## config.mk

```make
export PLATFORM = sky130hd
export DESIGN_NAME = deco_escritura_picoblaze
export DESIGN_NICKNAME = d
export VERILOG_FILES = /design/src/rtl/deco_escritura_picoblaze.sv
export SDC_FILE = /design/constraint.sdc
export NUM_CORES = 1
export LEC_CHECK = 0
export ABC_AREA = 1
export CAP_MARGIN = 10
export CELL_PAD_IN_SITES_DETAIL_PLACEMENT = 2
export CELL_PAD_IN_SITES_GLOBAL_PLACEMENT = 2
export CORE_MARGIN = 2
export CORE_UTILIZATION = 25
export DETAILED_ROUTE_END_ITERATION = 16
export PLACE_DENSITY = 0.83
export SYNTH_ARGS = -nofsm -noshare
export SYNTH_HDL_FRONTEND = slang
export SYNTH_SLANG_ARGS = --single-unit
```

## constraint.sdc

```tcl
create_clock -name clk -period 1.8 [get_ports clk]
set_input_delay 0.36 -clock clk [delete_from_list [all_inputs] [get_ports clk]]
set_output_delay 0.36 -clock clk [all_outputs]
set_load 0.05 [all_outputs]
```

## src/rtl/deco_escritura_picoblaze.sv

```systemverilog
// PicoBlaze output-port decoder that launches RTC read/write transactions.
// Holds the address/data bytes, issues start pulses and tracks timeout and command errors.
module deco_escritura_picoblaze #(
  parameter int          TIMEOUT     = 255,
  parameter logic [7:0]  PUERTO_BASE = 8'h01
) (
  input  logic       clk,
  input  logic       rst,
  input  logic [7:0] port_id,
  input  logic [7:0] out_port,
  input  logic       write_strobe,
  input  logic       listo_lee,
  input  logic       listo_escribe,
  output logic [7:0] direccion,
  output logic [7:0] dato_escribe,
  output logic       inicia_lee,
  output logic       inicia_escribe,
  output logic       ocupado,
  output logic       error_cmd,
  output logic       error_tiempo
);

  localparam logic [7:0] PUERTO_DIR    = PUERTO_BASE;
  localparam logic [7:0] PUERTO_DATO   = PUERTO_BASE + 8'd1;
  localparam logic [7:0] PUERTO_CMD    = PUERTO_BASE + 8'd2;
  localparam logic [7:0] PUERTO_BORRA  = PUERTO_BASE + 8'd3;
  localparam logic [7:0] LIMITE        = 8'(TIMEOUT);

  typedef enum logic [1:0] {REPOSO, LEE, ESCRIBE} estado_t;

  estado_t    estado, estado_next;
  logic [7:0] cuenta, cuenta_next;
  logic       inicia_lee_next, inicia_escribe_next;
  logic       set_error_cmd, set_error_tiempo;

  logic wr_dir, wr_dato, wr_cmd, wr_borra;

  assign wr_dir   = write_strobe && (port_id == PUERTO_DIR);
  assign wr_dato  = write_strobe && (port_id == PUERTO_DATO);
  assign wr_cmd   = write_strobe && (port_id == PUERTO_CMD);
  assign wr_borra = write_strobe && (port_id == PUERTO_BORRA);

  assign ocupado = (estado != REPOSO);

  always_comb begin
    estado_next         = estado;
    cuenta_next         = 8'd0;
    inicia_lee_next     = 1'b0;
    inicia_escribe_next = 1'b0;
    set_error_cmd       = 1'b0;
    set_error_tiempo    = 1'b0;
    case (estado)
      REPOSO: begin
        if (wr_cmd) begin
          case (out_port[1:0])
            2'b01: begin
              estado_next     = LEE;
              inicia_lee_next = 1'b1;
            end
            2'b10: begin
              estado_next         = ESCRIBE;
              inicia_escribe_next = 1'b1;
            end
            default: set_error_cmd = 1'b1;
          endcase
        end
      end
      LEE, ESCRIBE: begin
        // Any command while busy is rejected, even on the completion cycle.
        set_error_cmd = wr_cmd;
        if ((estado == LEE) ? listo_lee : listo_escribe) begin
          estado_next = REPOSO;
        end else if (cuenta == LIMITE) begin
          estado_next      = REPOSO;
          set_error_tiempo = 1'b1;
        end else begin
          cuenta_next = cuenta + 8'd1;
        end
      end
      default: estado_next = REPOSO;
    endcase
  end

  always_ff @(posedge clk) begin
    if (!rst) begin
      estado         <= REPOSO;
      cuenta         <= 8'd0;
      direccion      <= 8'h00;
      dato_escribe   <= 8'h00;
      inicia_lee     <= 1'b0;
      inicia_escribe <= 1'b0;
      error_cmd      <= 1'b0;
      error_tiempo   <= 1'b0;
    end else begin
      estado         <= estado_next;
      cuenta         <= cuenta_next;
      inicia_lee     <= inicia_lee_next;
      inicia_escribe <= inicia_escribe_next;
      if (estado == REPOSO && wr_dir)  direccion    <= out_port;
      if (estado == REPOSO && wr_dato) dato_escribe <= out_port;
      // A new error event in the same cycle as a clear leaves the flag set.
      error_cmd    <= (error_cmd    & ~wr_borra) | set_error_cmd;
      error_tiempo <= (error_tiempo & ~wr_borra) | set_error_tiempo;
    end
  end

endmodule

```

==> results of run 1 <==
-- cells in the mapped netlist, types with 3 or more instances --
cell	instances
sky130_fd_sc_hd__nand3_1	5
sky130_fd_sc_hd__nor2_1	50
sky130_fd_sc_hd__o21ai_1	4
sky130_fd_sc_hd__nor2_2	4
sky130_fd_sc_hd__inv_2	5
sky130_fd_sc_hd__nand2_1	21
sky130_fd_sc_hd__o21ai_0	12
sky130_fd_sc_hd__nand2_2	3
sky130_fd_sc_hd__a21oi_1	3
sky130_fd_sc_hd__ha_1	6
sky130_fd_sc_hd__dfxtp_1	30
sky130_fd_sc_hd__inv_1	19
-- final cells by class --
cell class	count	area, um2
well taps	72	90.09
repair buffers	48	422.9
multi-input cells	126	675.6
clock inverters	1	5.005
fillers	641	3463
inverters	25	95.09
flip-flops and latches	30	600.6
clock buffers	7	86.33
-- placed cells by master, fill, tap and decap left out --
cell	Yosys	routed
sky130_fd_sc_hd__nand3_1	5	5
sky130_fd_sc_hd__o21ai_1	4	4
sky130_fd_sc_hd__xnor2_1	2	2
sky130_fd_sc_hd__clkdlybuf4s50_1	0	20
sky130_fd_sc_hd__buf_4	1	27
sky130_fd_sc_hd__nor4_1	1	1
sky130_fd_sc_hd__nand2_4	1	1
sky130_fd_sc_hd__xor2_1	2	2
sky130_fd_sc_hd__nand2_1	21	21
sky130_fd_sc_hd__nor3_1	1	1
sky130_fd_sc_hd__nand2_2	3	3
sky130_fd_sc_hd__nor2_2	4	4
sky130_fd_sc_hd__or2_0	1	1
sky130_fd_sc_hd__clkbuf_1	1	1
sky130_fd_sc_hd__a21oi_2	1	1
sky130_fd_sc_hd__inv_2	5	5
sky130_fd_sc_hd__dfxtp_1	30	30
sky130_fd_sc_hd__inv_1	19	19
sky130_fd_sc_hd__nor2_4	2	2
sky130_fd_sc_hd__ha_1	6	6
sky130_fd_sc_hd__clkinv_2	1	2
sky130_fd_sc_hd__buf_12	0	1
sky130_fd_sc_hd__nand4_4	1	1
sky130_fd_sc_hd__nor2_1	50	50
sky130_fd_sc_hd__a21oi_1	3	3
sky130_fd_sc_hd__nand3_2	1	1
sky130_fd_sc_hd__a21o_1	1	1
sky130_fd_sc_hd__nand4_1	2	2
sky130_fd_sc_hd__o21ai_0	12	12
sky130_fd_sc_hd__nor3_4	1	1
sky130_fd_sc_hd__nor3b_1	1	1
sky130_fd_sc_hd__clkbuf_8	0	6
-- final timing paths --
path,from,end,depth (start not counted)
setup / recovery,estado[0],ocupado,4
hold / removal,cuenta[0],cuenta[0],1
setup reg to reg,estado[1],direccion[2],7
hold reg to reg,cuenta[0],cuenta[0],1
-- cell families after synthesis --
family,count (synthesis),share of synthesized area
xor gates and xnor gates,4,0.02525
and+or+nand+nor,95,0.3273
buffers and inverters,28,0.08025
adders and majority gates,6,0.05410
AOI/OAI and AO/OA,21,0.08025
DFF,30,0.4328
-- power groups by stage --
stage	registers (uW)	clock network [uW]	logic (uW)
floorplan	685	0	58.4
global placement	682	0	137
detailed placement	682	0	140
CTS	667	588	142
global route	667	627	154
finish	667	569	139
-- through the flow --
step / worst slack [ns] / util / power (uW) / cells
finish: 0.1169 / 0.3632 / 1375 / 309
global route: 0.01851 / 0.3632 / 1447 / 309
CTS: 0.08217 / 0.3632 / 1396 / 309
detailed placement: -0.008399 / 0.3464 / 821.9 / 301
global placement: 0.02890 / 0.3464 / 818.5 / 301
floorplan: 0.3922 / - / 742.9 / 184
-- registers in the layout, indices dropped and copies added (netlist names) --
signal	cells
error_cmd	1
error_tiempo	1
direccion	8
inicia_escribe	1
cuenta	8
estado	2
inicia_lee	1
dato_escribe	8
-- layer usage --
| metal | GRT usage | part of all wire |
|---|---|---|
| met1 | 0.1626 | 0.41 |
| met2 | 0.2496 | 0.51 |
| met3 | 0.04023 | 0.051 |
| met4 | 0.07368 | 0.023 |
| met5 | 0 | 0 |
-- critical path: stages (launching register included) --
cell and delay (ns):
sky130_fd_sc_hd__dfxtp_1 0.37, sky130_fd_sc_hd__inv_1 0.08, sky130_fd_sc_hd__ha_1 0.29, sky130_fd_sc_hd__inv_1 0.15
sky130_fd_sc_hd__buf_12 0.15
==> run summary, run 1 <==
The path class of the tightest hold or removal check is flip-flop to flip-flop. The average wire length per cell after detail routing is 12.96 um. The share of total power dissipated in the clock network is 0.414. For this design the top-level I/O count stands at 42.

The async set-or-reset flop fraction in the synthesized netlist is 0. The flow ran to the end, and the final reports show no timing, DRC or antenna violations. TritonCTS built the clock tree. The via count normalized by instance count is 4.304. The power per unit of standard cell area is 696.2 mW/mm2. Counting I/O delays and the setup requirement, the final critical path takes 1.683 ns. The routed wire length came out at 4.005 mm. The longest clock path from root to sink contains 2 buffers. The worst setup path is captured at a primary output. The buffers inserted during post-CTS setup optimization is 0. The actual transition at the worst max-transition pin is 0.3404 ns. The count of inserted antenna diode cells is 0. The sequential-to-total area share from yosys stat is 0.4328.

The via count of the first global-routing pass is 1452. The critical path is of the flip-flop to primary output type. The element type at the critical path start is a flip-flop. The final setup violation count came out at 0. The post-synthesis average cell area came out at 7.541 um2. The effective utilization at floorplan is 0.2551. The first-pass iteration count of the detailed router is 4. The area of the die is 0.006162 mm2. The data arrival time of the critical path came out at 1.32 ns. The leftover overflow at the end of global routing is 0. The share of the synthesized area in the top cell type came out at 0.4328.

Across every metal layer, demand over resource in global routing totals 0.1449. The Yosys step of the flow raised 0 warnings. Max-cap violations in this run came to 0. The number of different library cells used by synthesis comes to 30. Summed over all nets, the switching power comes to 331.0 uW. The number of enable-type register cells in the synthesized netlist is 0. The total half-perimeter wirelength after legalization and detailed placement came out at 3.166 mm. Final hold analysis gives a worst-case slack of 0.4537 ns. By area the synthesized netlist is led by sky130_fd_sc_hd__dfxtp_1 (43%), sky130_fd_sc_hd__nor2_1 (14%), sky130_fd_sc_hd__nand2_1 (5.7%). The setup total negative slack came out at 0 ns.

Of all cell types, the one taking the most synthesized area is sky130_fd_sc_hd__dfxtp_1. The cell leakage power is 0.0008578 uW. The synthesized netlist occupies a cell area of 0.001388 mm2. The area growth from synthesis to layout is 42.38%. Headroom to the max-slew limit came out at 0.7723.

Timing would allow up to 594.1 MHz. The count of pins over their slew limit was 0. The clock net sink count came out at 30. The number of CTS-inserted buffers is 5. For this run, the leading register cell type out of synthesis is sky130_fd_sc_hd__dfxtp_1. The maximum fanout along the worst path came out at 4.

The fraction of power consumed by sequential logic is 0.485. The violation count after the first detailed-routing iteration came out at 23. The combinational group share of total power came out at 0.101. The post-route DRC violation count came out at 0. Setup repair after global routing left no endpoint under its margin. The largest net degree at the start of global routing came out at 18. The internal power of the cells totals 1044 uW. The floorplan has 27 rows. The register bit total from synthesis is 30. The peak ir drop on the vdd network came out at 0.3452 mV. The endpoint required time on the critical path is 1.44 ns. From left edge to right edge, the die measures 78.50 um. The internal reg-to-reg setup slack is 0.22 ns. The first-pass GRT wire length came out at 6.844 mm. The count of endpoints failing hold in the final timing report is 0. After the last flow step, the layout net total stands at 263. The root cell of the clock tree is sky130_fd_sc_hd__clkbuf_8.

The post-detailed-placement cell area came out at 0.001884 mm2. The placeable core region is 0.005439 mm2. The final design instance area without fill came out at 0.001976 mm2. Of the total power, the share spent switching nets is 0.2406.

The final weighted congestion in routability-driven placement is 0.7508. The vias after detailed routing came out at 1330. The maximum level of the CTS H-tree came out at 2. Counting every net in the synthesized netlist gives 211. In this run the tool buffered the top-level ports with 41 buffer cells. The gate count after technology mapping is 184.

Gates resized during post-CTS repair numbered 0. The floorplan step set the die height to 78.50 um. The final worst-path cycle share is 0.9351. Clock latency on the worst-skew pair, taken at its later pin, is 0.29 ns. The hold buffer count at CTS came out at 0. The final clock skew is 0.003745 ns.

The initial antenna violation count was 0. The detail route stage leaves a number of antenna-violating nets equal to 0. The fraction of final layout cells sized beyond drive strength 1 came out at 0.2321. The clock edge transition at the registers on the reported setup and hold paths is 0.06 ns.
No activity file was read; power rests on OpenSTA's default activity.
==> inputs of run 2 (changes only) <==
==> constraint.sdc (replaced) <==
create_clock -name clk -period 1.6 [get_ports clk]
set_input_delay 0.32 -clock clk [delete_from_list [all_inputs] [get_ports clk]]
set_output_delay 0.32 -clock clk [all_outputs]
set_load 0.05 [all_outputs]
==> run 2 against run 1 <==
Critical path depth up 1. Combinational power rose by 24%. Count of clock-buffer cells in the layout fell by 1. Hold slack worse by 0.0035 ns. Die area is the same. Non-clock buffer count up 8. First-iteration DRC count is 13% lower. Cell count grew 1.9%. Sequential share of layout area down 0.94 points. Core utilization up 1.3 points. Critical endpoint unchanged.
==> run summary, run 2 (synthesized netlist as in run 1, its figures left out) <==
After layout, the minimum clock period comes to 1.545 ns. Leaving out fill and tap cells, the most frequent cell in the layout is sky130_fd_sc_hd__nor2_1. The final design utilization is 0.3764 (+0.01311).

The remaining max-slew budget at the tightest pin is 0.7545 (-0.01783). The routed wire length is 4.318 mm (+7.8%). The effective utilization at floorplan came to 0.2551 (unchanged). The endpoint identified for the worst register-to-register timing path is cuenta[2]. The clock latency on the worst-skew pair came out at 0.28 ns (about the same). The number of CTS-inserted buffers is 5 (unchanged). The average wire length per cell after detail routing came out at 13.71 um (+5.8%). The final-layout fill cell count came out at 649 (+1.2%).

The placeable core region came to 0.005439 mm2 (unchanged). The hold buffer count at CTS is 0 (unchanged). The overall track demand over capacity in global routing was 0.1519 (+0.006982).

The worst setup path is launched from a flip-flop. The count of endpoints failing hold in the final timing report came out at 0 (unchanged). The capture point of the critical path is ocupado.

The post-route DRC violation count came to 0 (unchanged). The die extent in x is 78.50 um (unchanged). The root buffer cell chosen for the clock tree is sky130_fd_sc_hd__clkbuf_8.

The boundary pin count was 42 (unchanged). The count of input and output buffers was 41 (unchanged). The peak ir drop on the vdd network is 0.4243 mV (+23%). STA classifies the critical path endpoint as a primary output. The floorplan die height came out at 78.50 um (unchanged). The final worst-path cycle share came out at 0.9657.

The leftover overflow at the end of global routing came out at 0 (unchanged). The total half-perimeter wirelength after legalization and detailed placement is 3.372 mm (+6.5%). The vias after detailed routing is 1387 (+4.3%).

The internal power summed over all cells was 1169 uW (+12%). The first-pass GRT wire length was 7.155 mm (+4.5%). The library cells used most frequently in the layout, excluding fill and tap cells, are sky130_fd_sc_hd__nor2_1 (50), sky130_fd_sc_hd__buf_4 (35), sky130_fd_sc_hd__dfxtp_1 (28). The combinational group share of total power is 0.113 (+0.012).

The internal reg-to-reg setup slack is 0.13 ns (-0.09 ns). The clock net sink count is 30 (unchanged). The cell leakage power is 0.0008921 uW (+4.0%).

The fraction of power consumed by sequential logic was 0.495 (+0.010). In this run the worst setup path begins at estado[0]. The clock share of power is 0.392 (-0.022). The source of the worst register-to-register timing path is estado[0]. The total number of placement rows is 27 (unchanged). The area of the die is 0.006162 mm2 (unchanged). The violation count after the first detailed-routing iteration came out at 20 (-13%). The count of pins over their slew limit came out at 0 (unchanged). The via count of the first global-routing pass came out at 1531 (+5.4%). The clock edge transition at the registers on the reported setup and hold paths was 0.06 ns (about the same). The initial antenna violation count is 0 (unchanged). The maximum fanout along the worst path came out at 5 (+1). The maximum level of the CTS H-tree was 2 (unchanged). The run finished with clean final reports.

The max-capacitance violation count is 0 (unchanged). The switching power came out at 347.7 uW (+5.1%). The fraction of final layout cells sized beyond drive strength 1 came to 0.2798 (+0.04777).

The critical setup path kind is flip-flop to primary output. The tightest min-delay check is of the flip-flop to flip-flop type. The data arrival time of the critical path came out at 1.23 ns (-0.09 ns). The number of buffers between clock root and the deepest sink is 2 (unchanged).

The final weighted congestion in routability-driven placement is 0.7413 (-1.3%). The length in cells of the worst reg-to-reg path is 7 (unchanged). The power per unit of standard cell area is 741.0 mW/mm2 (+6.4%). The instance count along the most critical hold path is 1 (unchanged). The endpoint required time on the critical path is 1.28 ns (-0.16 ns).

The clock tree from TritonCTS is done. The count of inserted antenna diode cells is 0 (unchanged). The actual transition at the worst max-transition pin came out at 0.3671 ns (+0.02666 ns).

The final setup violation count was 0 (unchanged). In the final layout, the registers with the most flip-flops are cuenta: 8 flops, dato_escribe: 8 flops, direccion: 8 flops. The setup total negative slack came out at 0 ns (unchanged). The fmax came out at 647.2 MHz. The first-pass iteration count of the detailed router is 2 (-2). The post-detailed-route count of antenna-violating nets is 0 (unchanged). The largest net degree at the start of global routing came out at 17 (-1). The final clock skew came to 0.004139 ns (+0.0003940 ns). The number of nets at the end of the flow is 271 (+3.0%).

The area growth from synthesis to layout is 47.52%. The switching power as a share of total power came to 0.2292 (-0.01138). The via count normalized by instance count came out at 4.403 (+2.3%).
## run 2: stage by stage
stage	std cells	total power [uW]	hold WS, ns	worst slack, ns	area (um2)
finish	315	1517	0.4502	0.05489	2047
global route	315	1592	0.4829	-0.0002811	2047
CTS	314	1540	0.4569	0.008221	2033
detailed placement	308	934.9	0.4434	-0.1998	1937
global placement	308	929.0	0.4323	-0.08418	1937
floorplan	184	835.8	0.4175	0.2322	1388
## run 2: timing repair
item,in CTS,in global routing
setup endpoints to repair,1,6
gates resized for setup,4,6
buffers inserted,0,1
## run 2: area by class of cell
cell class | count | area [um2] | share of cell area
clock buffers | 6 | 82.58 | 0.04034
inverters | 25 | 95.09 | 0.04645
multi-input cells | 126 | 693.2 | 0.3386
flip-flops and latches | 30 | 603.1 | 0.2946
well taps | 72 | 90.09 | 0.04401
repair buffers | 56 | 483.0 | 0.2359
## run 2: worst max-delay path, stage by stage, from the launching register on
cell and delay, ns:
sky130_fd_sc_hd__dfxtp_2 0.34, sky130_fd_sc_hd__inv_1 0.08, sky130_fd_sc_hd__ha_4 0.19, sky130_fd_sc_hd__buf_4 0.14, sky130_fd_sc_hd__inv_2 0.07, sky130_fd_sc_hd__buf_12 0.13
## run 2: worst min path at each step
stage / slack, ns / startpoint / end
final: 0.45 / cuenta[0] / cuenta[0]
after global routing: 0.48 / cuenta[0] / cuenta[0]
after CTS: 0.46 / cuenta[0] / cuenta[0]
after detailed placement: 0.44 / cuenta[0] / cuenta[0]
after global placement: 0.43 / cuenta[0] / cuenta[0]
after floorplan: 0.42 / cuenta[0] / cuenta[0]
## run 2: per-layer routing
layer  vias to the layer above  global-route usage  wire, um
li1                        686                   -         -
met1                       662              0.1569      1750
met2                        32              0.2949      2330
met3                         7             0.03563       172
met4                         0             0.05263        65
met5                         -                   0         0
## run 2: power by group through the flow
stage / sequential [uW] / combinational [uW] / clock, uW
after global routing: 750 / 189 / 653
final: 751 / 172 / 594
after floorplan: 770 / 65.7 / 0
after CTS: 751 / 171 / 617
after global placement: 767 / 162 / 0
after detailed placement: 767 / 168 / 0
